**src/rtl/instruction_assembler_if.sv**
```systemverilog
// Fetch-side bus of the instruction assembler: slice data and load controls in, assembled instruction and status out.
// IR_SHADOW_EN adds the IRPrev shadow output.
interface instruction_assembler_if #(
    parameter int SLICE_W = 8,
    parameter int SLICES  = 2
);
    localparam int INSTR_W = SLICE_W * SLICES;
    localparam int PTR_W   = $clog2(SLICES);

    logic [SLICE_W-1:0] I;
    logic               Write;
    logic               Mode;
    logic [PTR_W-1:0]   Sel;
    logic               Clear;
    logic               Ack;
    logic [INSTR_W-1:0] IROut;
    logic               Valid;
    logic               Stall;
    logic [PTR_W-1:0]   Ptr;
`ifdef IR_SHADOW_EN
    logic [INSTR_W-1:0] IRPrev;

    modport master (output I, Write, Mode, Sel, Clear, Ack,
                    input  IROut, Valid, Stall, Ptr, IRPrev);
    modport slave  (input  I, Write, Mode, Sel, Clear, Ack,
                    output IROut, Valid, Stall, Ptr, IRPrev);
`else
    modport master (output I, Write, Mode, Sel, Clear, Ack,
                    input  IROut, Valid, Stall, Ptr);
    modport slave  (input  I, Write, Mode, Sel, Clear, Ack,
                    output IROut, Valid, Stall, Ptr);
`endif
endinterface

```
**src/rtl/instruction_assembler.sv**
```systemverilog
// Instruction register assembling SLICES fetch slices into one instruction, direct or auto-pointer load.
// Optional IR_SHADOW_EN keeps the last acknowledged instruction on IRPrev.
module instruction_assembler #(
    parameter int SLICE_W = 8,
    parameter int SLICES  = 2
) (
    input  logic Clock,
    input  logic Reset,
    instruction_assembler_if.slave bus
);
    localparam int INSTR_W = SLICE_W * SLICES;
    localparam int PTR_W   = $clog2(SLICES);
    localparam logic [PTR_W:0]   SLICE_LIM = (PTR_W + 1)'(SLICES);
    localparam logic [PTR_W-1:0] LAST_PTR  = PTR_W'(SLICES - 1);

    logic [SLICE_W-1:0] slice_reg [SLICES];
    logic [INSTR_W-1:0] ir;
    logic [PTR_W-1:0]   ptr_reg, ptr_next, write_idx;
    logic [SLICES-1:0]  loaded_reg, loaded_next, slice_we;
    logic               valid_reg, stall, write_ok, ack_eff;

    always_comb begin
        stall     = bus.Mode & valid_reg & ~bus.Ack;
        write_idx = bus.Mode ? ptr_reg : bus.Sel;
        ack_eff   = bus.Ack & valid_reg;
        // Direct mode never stalls; out-of-range Sel simply drops the write.
        write_ok  = bus.Write & ~bus.Clear &
                    (bus.Mode ? ~stall : ({1'b0, bus.Sel} < SLICE_LIM));
        ptr_next  = ptr_reg;
        if (write_ok && bus.Mode)
            ptr_next = (ptr_reg == LAST_PTR) ? '0 : ptr_reg + 1'b1;
        // Ack clears the mask before a same-edge write sets its bit.
        loaded_next = ack_eff ? '0 : loaded_reg;
        loaded_next = loaded_next | slice_we;
    end

    generate
        for (genvar gi = 0; gi < SLICES; gi++) begin : g_slice
            assign slice_we[gi] = write_ok & (write_idx == PTR_W'(gi));
            assign ir[gi*SLICE_W +: SLICE_W] = slice_reg[gi];

            always_ff @(posedge Clock) begin
                if (Reset)
                    slice_reg[gi] <= '0;
                else if (slice_we[gi])
                    slice_reg[gi] <= bus.I;
            end
        end
    endgenerate

    always_ff @(posedge Clock) begin
        if (Reset || bus.Clear) begin
            ptr_reg    <= '0;
            loaded_reg <= '0;
            valid_reg  <= 1'b0;
        end else begin
            ptr_reg    <= ptr_next;
            loaded_reg <= loaded_next;
            valid_reg  <= &loaded_next;
        end
    end

`ifdef IR_SHADOW_EN
    logic [INSTR_W-1:0] ir_prev_reg;

    always_ff @(posedge Clock) begin
        if (Reset)
            ir_prev_reg <= '0;
        else if (ack_eff)
            ir_prev_reg <= ir;
    end

    assign bus.IRPrev = ir_prev_reg;
`endif

    assign bus.IROut = ir;
    assign bus.Valid = valid_reg;
    assign bus.Stall = stall;
    assign bus.Ptr   = ptr_reg;
endmodule
```
**src/flat_wrapper.sv**
```systemverilog
// flat-port wrapper written by rule: the top's interface ports become plain ports
module instruction_assembler_flat 
#(
    parameter int SLICE_W = 8,
    parameter int SLICES  = 2
)
  (Clock, Reset, bus_I, bus_Write, bus_Mode, bus_Sel, bus_Clear, bus_Ack, bus_IROut, bus_Valid, bus_Stall, bus_Ptr);
  instruction_assembler_if #(.SLICE_W(SLICE_W), .SLICES(SLICES)) bus_i ();
  input  logic Clock;
  input  logic Reset;
  input wire logic [$bits(bus_i.I)-1:0] bus_I;
  input wire logic [$bits(bus_i.Write)-1:0] bus_Write;
  input wire logic [$bits(bus_i.Mode)-1:0] bus_Mode;
  input wire logic [$bits(bus_i.Sel)-1:0] bus_Sel;
  input wire logic [$bits(bus_i.Clear)-1:0] bus_Clear;
  input wire logic [$bits(bus_i.Ack)-1:0] bus_Ack;
  output wire logic [$bits(bus_i.IROut)-1:0] bus_IROut;
  output wire logic [$bits(bus_i.Valid)-1:0] bus_Valid;
  output wire logic [$bits(bus_i.Stall)-1:0] bus_Stall;
  output wire logic [$bits(bus_i.Ptr)-1:0] bus_Ptr;
  assign bus_i.I = bus_I;
  assign bus_i.Write = bus_Write;
  assign bus_i.Mode = bus_Mode;
  assign bus_i.Sel = bus_Sel;
  assign bus_i.Clear = bus_Clear;
  assign bus_i.Ack = bus_Ack;
  assign bus_IROut = bus_i.IROut;
  assign bus_Valid = bus_i.Valid;
  assign bus_Stall = bus_i.Stall;
  assign bus_Ptr = bus_i.Ptr;
  instruction_assembler #(.SLICE_W(SLICE_W), .SLICES(SLICES)) u_core (.Clock(Clock), .Reset(Reset), .bus(bus_i));
endmodule
```
**config.mk**
```make
export PLATFORM = sky130hd
export DESIGN_NAME = instruction_assembler_flat
export DESIGN_NICKNAME = d
export VERILOG_FILES = /design/src/rtl/instruction_assembler_if.sv /design/src/rtl/instruction_assembler.sv /design/src/flat_wrapper.sv
export SDC_FILE = /design/constraint.sdc
export NUM_CORES = 1
export LEC_CHECK = 0
export ABC_AREA = 1
export CORE_UTILIZATION = 40
export DETAILED_ROUTE_END_ITERATION = 7
export PLACE_DENSITY = 0.87
export SLEW_MARGIN = 20
export SYNTH_ARGS = -nofsm -noshare
export SYNTH_HDL_FRONTEND = slang
export SYNTH_SLANG_ARGS = --single-unit
```
**constraint.sdc**
```tcl
create_clock -name Clock -period 1.9 [get_ports Clock]
set_clock_uncertainty 0.05 [all_clocks]
set_input_delay 0.19 -clock Clock [delete_from_list [all_inputs] [get_ports Clock]]
set_output_delay 0.19 -clock Clock [all_outputs]
set_load 0.005 [all_outputs]
```
# [Word-level counts from Yosys, hierarchy flattened]
# Memories as Yosys holds them, arrays and structs flattened.
# Index checks and enable logic that the tools add are counted.
[op_classes] mux=14 bitwise_logic=14 n_reduce_logical=3 n_addsub=1
[op_table] cell="two-way mux 8 bit" n=2
[op_table] cell="two-way mux 1 bit" n=11
[op_table] cell="bitwise AND 1 bit" n=7
[op_table] cell="inverter 1 bit" n=4
[op_table] cell="two-way mux 2 bit" n=1
[op_table] cell="OR 1 bit" n=2
[op_table] cell="OR 2 bit" n=1
[op_table] cell="AND reduction 2 bit" n=1
[op_table] cell="adder 1 bit (second input constant)" n=1
[op_table] cell="logical AND 1 bit" n=1
[op_table] cell="logical OR 1 bit" n=1
[totals] elab_cells=36 ram_bits=16 regBits=4 memories=1 out_inout_bits=19
[memory_table] name="u_core.slice_reg" words=2 word_bits=8 read_ports=2 rd_clocked_by_memory_dff=0 wr=2 line_no="instruction_assembler.sv:16" source="logic [SLICE_W-1:0] slice_reg [SLICES];"

# [Longest topological paths before layout]
# Gate-level depths: netlist (run 1).
[logic_depth] word_depth=10 depth_mapped=7 mapped_depth_nobuf=7

# [Worst setup path before layout (run 1)]
# No wires, ideal clock.
[synth_path] path_type="register to register" startpoint="register u_core.valid_reg (netlist: u_core.bus.Valid)" endpoint="memory u_core.slice_reg[0][0], enable pin" t_required_ns=1.466 path_slack_ns=0.276 path_buffers=0 path_stages_with_launch=4 setup_ns=0.384 synth_period_minus_slack_ns=1.624 t_arrival_ns=1.190 cell_sequence="dfxtp_1 -> nand3_1 -> nand2_1 -> o21ai_0"
[synth_lines] element="start, declared" line_no="instruction_assembler.sv:20" source="logic valid_reg, stall, write_ok, ack_eff;"
[synth_lines] element="start signal, assigned" line_no="instruction_assembler.sv:59" source="valid_reg <= &loaded_next;"
[synth_lines] element="end, declared" line_no="instruction_assembler.sv:16"

# [Worst setup path in the final report (run 1)]
[layout_path] startpoint="input bus_Mode" endpoint="output bus_Stall"
[layout_via] elab_chain_len=2
[layout_lines] element="start, declared" line_no="flat_wrapper.sv:13" source="input wire logic [$bits(bus_i.Mode)-1:0] bus_Mode;"
[layout_lines] element="bitwise AND 1 bit (2 in series)" line_no="instruction_assembler.sv:23" source="stall = bus.Mode & valid_reg & ~bus.Ack;"
[layout_lines] element="end, declared" line_no="flat_wrapper.sv:19" source="output wire logic [$bits(bus_i.Stall)-1:0] bus_Stall;"
# No other way between the ends.

==> results of run 1 <==
## metal layers
metal	track usage, %	vias up
li1	-	316
met1	14.93	292
met4	8.235	0
met2	28.61	33
met3	5.098	0
met5	0	-
## worst min-delay path, stage by stage, from the launching register on
cell,delay (ns)
dfxtp_1,0.35
nand2_1,0.07
a21oi_1,0.05
## cell families after synthesis
group,after synthesis,synth area share [%]
flip-flops,20,70.66
AND/OR/NAND/NOR,39,20.51
buffers and inverters,16,7.571
AO/OA/AOI/OAI,2,1.261
## power by group
group,switching (mW),internal (mW)
combinational,0.0445,0.0722
clock,0.121,0.213
sequential,0.00631,0.497
## cell type report
| class | instances | area [um^2] |
|---|---|---|
| timing repair buffer | 34 | 337.8 |
| clock buffer | 3 | 22.52 |
| sequential | 20 | 560.5 |
| inverter | 16 | 60.06 |
| fill | 135 | 568.0 |
| tap | 25 | 31.28 |
| multi-input combinational | 41 | 172.7 |
| clock inverter | 1 | 30.03 |
## placed cells by master, fill, tap and decap left out
master           instances
nor2_1                  21
a21oi_1                  1
bufinv_16                1
and2_1                   1
nand2_2                  1
dfxtp_1                  4
nand2_1                 10
nor2_2                   1
clkbuf_4                 3
nand4_1                  2
inv_1                   16
o21ai_0                  1
edfxtp_1                16
nand3_1                  3
buf_4                    1
clkdlybuf4s50_1         33
## worst max-delay path by stage
stage	start	to	slack (ns)	cells after the start
finish	bus_Mode	bus_Stall	0.11	4
global route	bus_Mode	bus_Stall	0.06	4
CTS	bus_Mode	bus_Stall	0.11	4
detailed placement	bus_Mode	bus_Stall	0.13	4
global placement	bus_Mode	bus_Stall	0.18	4
floorplan	u_core.bus.Valid	u_core.slice_reg[0][0]	0.28	3
## cells in the mapped netlist
| cell type | count | area [um^2] |
|---|---|---|
| inv_1 | 16 | 60.06 |
| nor2_2 | 1 | 6.260 |
| nor2_1 | 21 | 78.83 |
| nand4_1 | 2 | 12.51 |
| and2_1 | 1 | 6.260 |
| nand3_1 | 3 | 15.01 |
| nand2_2 | 1 | 6.260 |
| edfxtp_1 | 16 | 480.5 |
| a21oi_1 | 1 | 5.000 |
| nand2_1 | 10 | 37.54 |
| o21ai_0 | 1 | 5.000 |
| dfxtp_1 | 4 | 80.08 |
## per-stage QoR
stage | cell area [um^2] | worst slack, ns
2_1_floorplan | 793.3 | 0.2755
3_3_place_gp | 1162 | 0.1775
3_5_place_dp | 1162 | 0.1280
4_1_cts | 1215 | 0.1135
5_1_grt | 1215 | 0.06376
6_report | 1215 | 0.1104
==> impl_metrics.csv, run 1 <==
group,metric,value,unit
global_route,grt_start_max_net_pins,13,
detailed_routing,routed_length_per_placed_instance,10.61,um
synth,synth_nets,92,
worst_setup_path,rr_startpoint,"u_core.bus.Valid",
cts,cts.path.max_buffers,2,
pwr,peak_vdd_ir,380.2,uV
sta,min_period,1.790,ns
worst_setup_path,critPathArrivalTime,1.55,ns
sta,fin_hold_ws,0.4586,ns
floorplanning,starting_utilization_of_the_core_area,44.49,%
synth,synthesis.area,793.3,um^2
worst_setup_path,critical_path.reg2reg.endpoint,"u_core.slice_reg[1][7]",
cts,cts_made_buffers,3,
pwr,pwr_density_cell,786.2,nW/um^2
finish,share_of_final_layout_standard_cells_stronger_than_drive_strength_1,6.087,%
detailed_routing,ant_nets,0,
placed_design,placedCellCount,136,
sta,final_max_slew_viol_count,0,
detailed_routing,drtIter0Drc,7,
synth,synth-warning-count,0,
worst_setup_path,reg2regPathDepth,3,
pwr,cellLeakagePower,0.5198,nW
placed_design,place_hpwl,1.178,mm
finish,insertedDiodeCount,0,
global_route,grt_use_total,15.55,%
detailed_routing,drc,0,
worst_setup_path,nature_of_the_critical_path_startpoint,"primary input",
cts,postCtsSetupRepairBufs,0,
placed_design,buffer_ports.inserted,33,
finish,flow.area_growth_from_synthesis,53.16,%
sta,totalNegativeSetupSlack,0,ns
sta,final_hold_viol_count,0,
finish,final_core_util,68.14,%
cts,root_buffer,"clkbuf_4",
worst_hold_path,whs_endpoint,"u_core.bus.Ptr",
detailed_routing,wl_on_met1,587,um
worst_setup_path,crit_path_cell_trace,"clkdlybuf4s50_1 -> nand3_1 -> inv_1 -> clkdlybuf4s50_1",
floorplanning,fp.dieArea,2165,um^2
cts,cts_sinks,20,
sta,tightest_slew,0.3494,ns
sta,period_share,94.19,%
synth,synth-seq-area-share,70.66,%
cts,clk_latency,0.30,ns
detailed_routing,avgViaCountPerCell,4.579,
sta,timing.max_slew.rel_slack,76.65,%
worst_setup_path,path_max_fanout,6,
worst_setup_path,cp_common_cell,"clkdlybuf4s50_1",
synth,synthDistinctLibCells,12,
run,maxCapViolations,0,
detailed_routing,detail_route.first_pass.iterations,4,
sta,max_clock_freq,558.8,MHz
floorplanning,placement_rows,15,
worst_hold_path,worst_hold_path.num_cells,2,
worst_setup_path,r2r_slack,0.54,ns
detailed_routing,detail_route.wirelength,1.485,mm
finish,largest_register_ff_count,16,
cts,ctsHoldBuffers,0,
worst_setup_path,setup.worst_path.end_class,"output pin",
worst_hold_path,hold_path.class,"flip-flop to flip-flop",
worst_setup_path,worst-setup-path-type,"primary input to output pin",
pwr,report.power.total,0.9551,mW
cts,cts.reportedPaths.clkPinSlew,0.10,ns
worst_setup_path,slowest_stage_cell_on_the_critical_path,"clkdlybuf4s50_1",
global_route,remaining_overflow_grt,0,
synth,post_synth_inst_count,77,
floorplanning,pin_count,34,
synth,ys_ff_latch,20,
outcome,run_status,"complete, no violations",
sta,finalSetupViolCount,0,
sta,rsz_0062_raised_after_global_routing,"false",
placed_design,gpl.final_weighted_congestion,0.7420,
cts,cts_resized,0,
global_route,number_of_antenna_violations_at_the_first_check_in_global_routing,0,
worst_setup_path,cpLargestDelayFamily,"buffers and inverters",
detailed_routing,met3WireLength,103,um
global_route,grt_pass1_vias,568,
synth,syn_avg_cell_area,10.30,um^2
detailed_routing,routed-wl-met2,794,um
floorplanning,die_h,46.53,um
detailed_routing,top_layer,"met3",
global_route,wire_length_of_the_first_global_routing_pass,2.201,mm
cts,cts_tree,"yes",
worst_setup_path,worst-path-buf-inv,3,
worst_hold_path,hold_path_startpoint,"u_core.bus.Ptr",
floorplanning,placeableCoreArea,1783,um^2
floorplanning,floorplan.die.width,46.53,um
finish,stdcell_count,140,
detailed_routing,vias,641,
cts,cts_htree_levels,1,
worst_setup_path,worst_ep_required_time,1.66,ns
finish,layout_nets,131,
worst_setup_path,slowest_delay,0.55,ns
Power figures use the tool's default switching activity.
==> run 2: changes to the inputs <==
Settings changed: CTS_CLUSTER_DIAMETER from default to 40, PLACE_DENSITY 0.87 to 0.76.
==> impl_metrics.csv, run 2 (synthesis gave the netlist of run 1 again) <==
group,metric,value,unit
finish,stdcell_count,140,
pwr,peak_vdd_ir,431.0,uV
outcome,run_status,"complete, no violations",
worst_setup_path,worst_ep_required_time,1.66,ns
global_route,number_of_antenna_violations_at_the_first_check_in_global_routing,0,
finish,insertedDiodeCount,0,
worst_setup_path,path_max_fanout,6,
finish,regArea,560.5,um^2
worst_setup_path,crit_path_cell_trace,"clkdlybuf4s50_1 -> nand3_1 -> inv_1 -> clkdlybuf4s50_1",
floorplanning,fp.dieArea,2165,um^2
worst_setup_path,startpoint,"bus_Mode",
cts,cts_resized,0,
worst_setup_path,cp_common_cell,"clkdlybuf4s50_1",
worst_setup_path,r2r_slack,0.55,ns
placed_design,placedCellCount,136,
cts,cts_made_buffers,3,
finish,largest_register_ff_count,16,
worst_setup_path,worst-path-buf-inv,3,
floorplanning,starting_utilization_of_the_core_area,44.49,%
finish,share_of_final_layout_standard_cells_stronger_than_drive_strength_1,5.217,%
detailed_routing,vias,636,
sta,tightest_slew,0.3584,ns
cts,cts.reportedPaths.clkPinSlew,0.10,ns
detailed_routing,routed_length_per_placed_instance,10.33,um
sta,final_ws_setup,0.1315,ns
sta,finalSetupViolCount,0,
sta,min_period,1.768,ns
pwr,pwr_density_cell,687.8,nW/um^2
sta,timing.max_slew.rel_slack,76.03,%
detailed_routing,drtIter0Drc,12,
placed_design,placedInstanceArea,1162,um^2
sta,final_max_slew_viol_count,0,
worst_setup_path,worst-path-stages,4,
worst_setup_path,rr_startpoint,"u_core.bus.Ptr",
finish,most-common-layout-cells,"clkdlybuf4s50_1, nor2_1, inv_1, edfxtp_1, nand2_1",
floorplanning,pin_count,34,
sta,max_clock_freq,565.5,MHz
run,maxCapViolations,0,
global_route,wire_length_of_the_first_global_routing_pass,2.249,mm
placed_design,preCtsSetupSlack,0.1327,ns
cts,cts.path.max_buffers,2,
detailed_routing,ant_nets,0,
floorplanning,die_h,46.53,um
worst_hold_path,hold_path.class,"flip-flop to flip-flop",
cts,cts_tree,"yes",
floorplanning,floorplan.die.width,46.53,um
finish,final_design_area_no_fill,1189,um^2
cts,cts_htree_levels,1,
finish,most_common_cell_after_layout_fill_and_taps_aside,"clkdlybuf4s50_1",
global_route,grt_pass1_vias,589,
worst_setup_path,setup.worst_path.end_class,"output pin",
sta,final_hold_viol_count,0,
worst_setup_path,reg2regPathDepth,4,
sta,period_share,93.08,%
finish,layout_nets,131,
placed_design,place_hpwl,1.123,mm
worst_setup_path,slowest_stage_cell_on_the_critical_path,"clkdlybuf4s50_1",
cts,ctsHoldBuffers,0,
finish,multi_input_comb_area,172.7,um^2
global_route,grt_start_max_net_pins,12,
sta,totalNegativeSetupSlack,0,ns
finish,final.fill_count,137,
cts,cts_sinks,20,
detailed_routing,drc,0,
pwr,cellLeakagePower,0.5069,nW
detailed_routing,detail_route.first_pass.iterations,4,
floorplanning,placement_rows,15,
sta,rsz_0062_raised_after_global_routing,"false",
worst_setup_path,cpLargestDelayFamily,"buffers and inverters",
pwr,report.power.total,0.8175,mW
worst_setup_path,critical_path.endpoint,"bus_Stall",
worst_setup_path,critical_path.reg2reg.endpoint,"u_core.slice_reg[1][1]",
detailed_routing,avgViaCountPerCell,4.543,
worst_hold_path,hold_path_startpoint,"u_core.bus.Ptr",
sta,fin_hold_ws,0.4795,ns
cts,root_buffer,"clkbuf_4",
global_route,grt_use_total,15.38,%
worst_setup_path,slowest_delay,0.54,ns
finish,final_core_util,66.67,%
cts,clk_latency,0.28,ns
placed_design,buffer_ports.inserted,33,
cts,postCtsSetupRepairBufs,0,
worst_setup_path,worst-setup-path-type,"primary input to output pin",
worst_setup_path,nature_of_the_critical_path_startpoint,"primary input",
floorplanning,placeableCoreArea,1783,um^2
placed_design,gpl.final_weighted_congestion,0.7256,
worst_setup_path,critPathArrivalTime,1.53,ns
finish,flow.area_growth_from_synthesis,49.84,%
global_route,remaining_overflow_grt,0,
detailed_routing,detail_route.wirelength,1.446,mm
[run 2: area by class of cell]
| type | instances | area share, % |
|---|---|---|
| Sequential cell | 20 | 47.16 |
| Timing Repair Buffer | 34 | 28.42 |
| Multi-Input combinational cell | 41 | 14.53 |
| Inverter | 16 | 5.053 |
| Tap cell | 25 | 2.632 |
| Clock buffer | 4 | 2.211 |
[run 2: power breakdown]
group          switching [mW]  internal [mW]  total [mW]
clock                   0.116         0.0814       0.197
sequential            0.00650          0.497       0.504
combinational          0.0440         0.0722       0.116
total                   0.166          0.651       0.818
[run 2: worst min path at each step]
stage               slack, ns  depth (start not counted)             end
floorplan                0.31                          3  u_core.bus.Ptr
global placement         0.44                          2  u_core.bus.Ptr
detailed placement       0.44                          2  u_core.bus.Ptr
CTS                      0.47                          2  u_core.bus.Ptr
global route             0.49                          2  u_core.bus.Ptr
finish                   0.48                          2  u_core.bus.Ptr
[run 2: per-layer routing]
layer  wire length, um  track usage [%]  vias to the layer above  share of wire, %
met5                 0                0                        -                 0
met2               773            31.39                       31                53
met4                13            5.294                        0              0.90
met3               117            3.922                        4               8.1
met1               541            13.93                      285                37
li1                  -                -                      316                 -
[run 2: tightest hold or removal path, cell delays in order (launching register included)]
cell and delay [ns]:
dfxtp_1 0.35, nand2_1 0.08, a21oi_1 0.06
==> run 3: changes to the inputs <==
Settings changed: CAP_MARGIN from default to 20.
==> results of run 3 <==
Same layout as run 2: the final DEF is identical, and so are final timing and power.
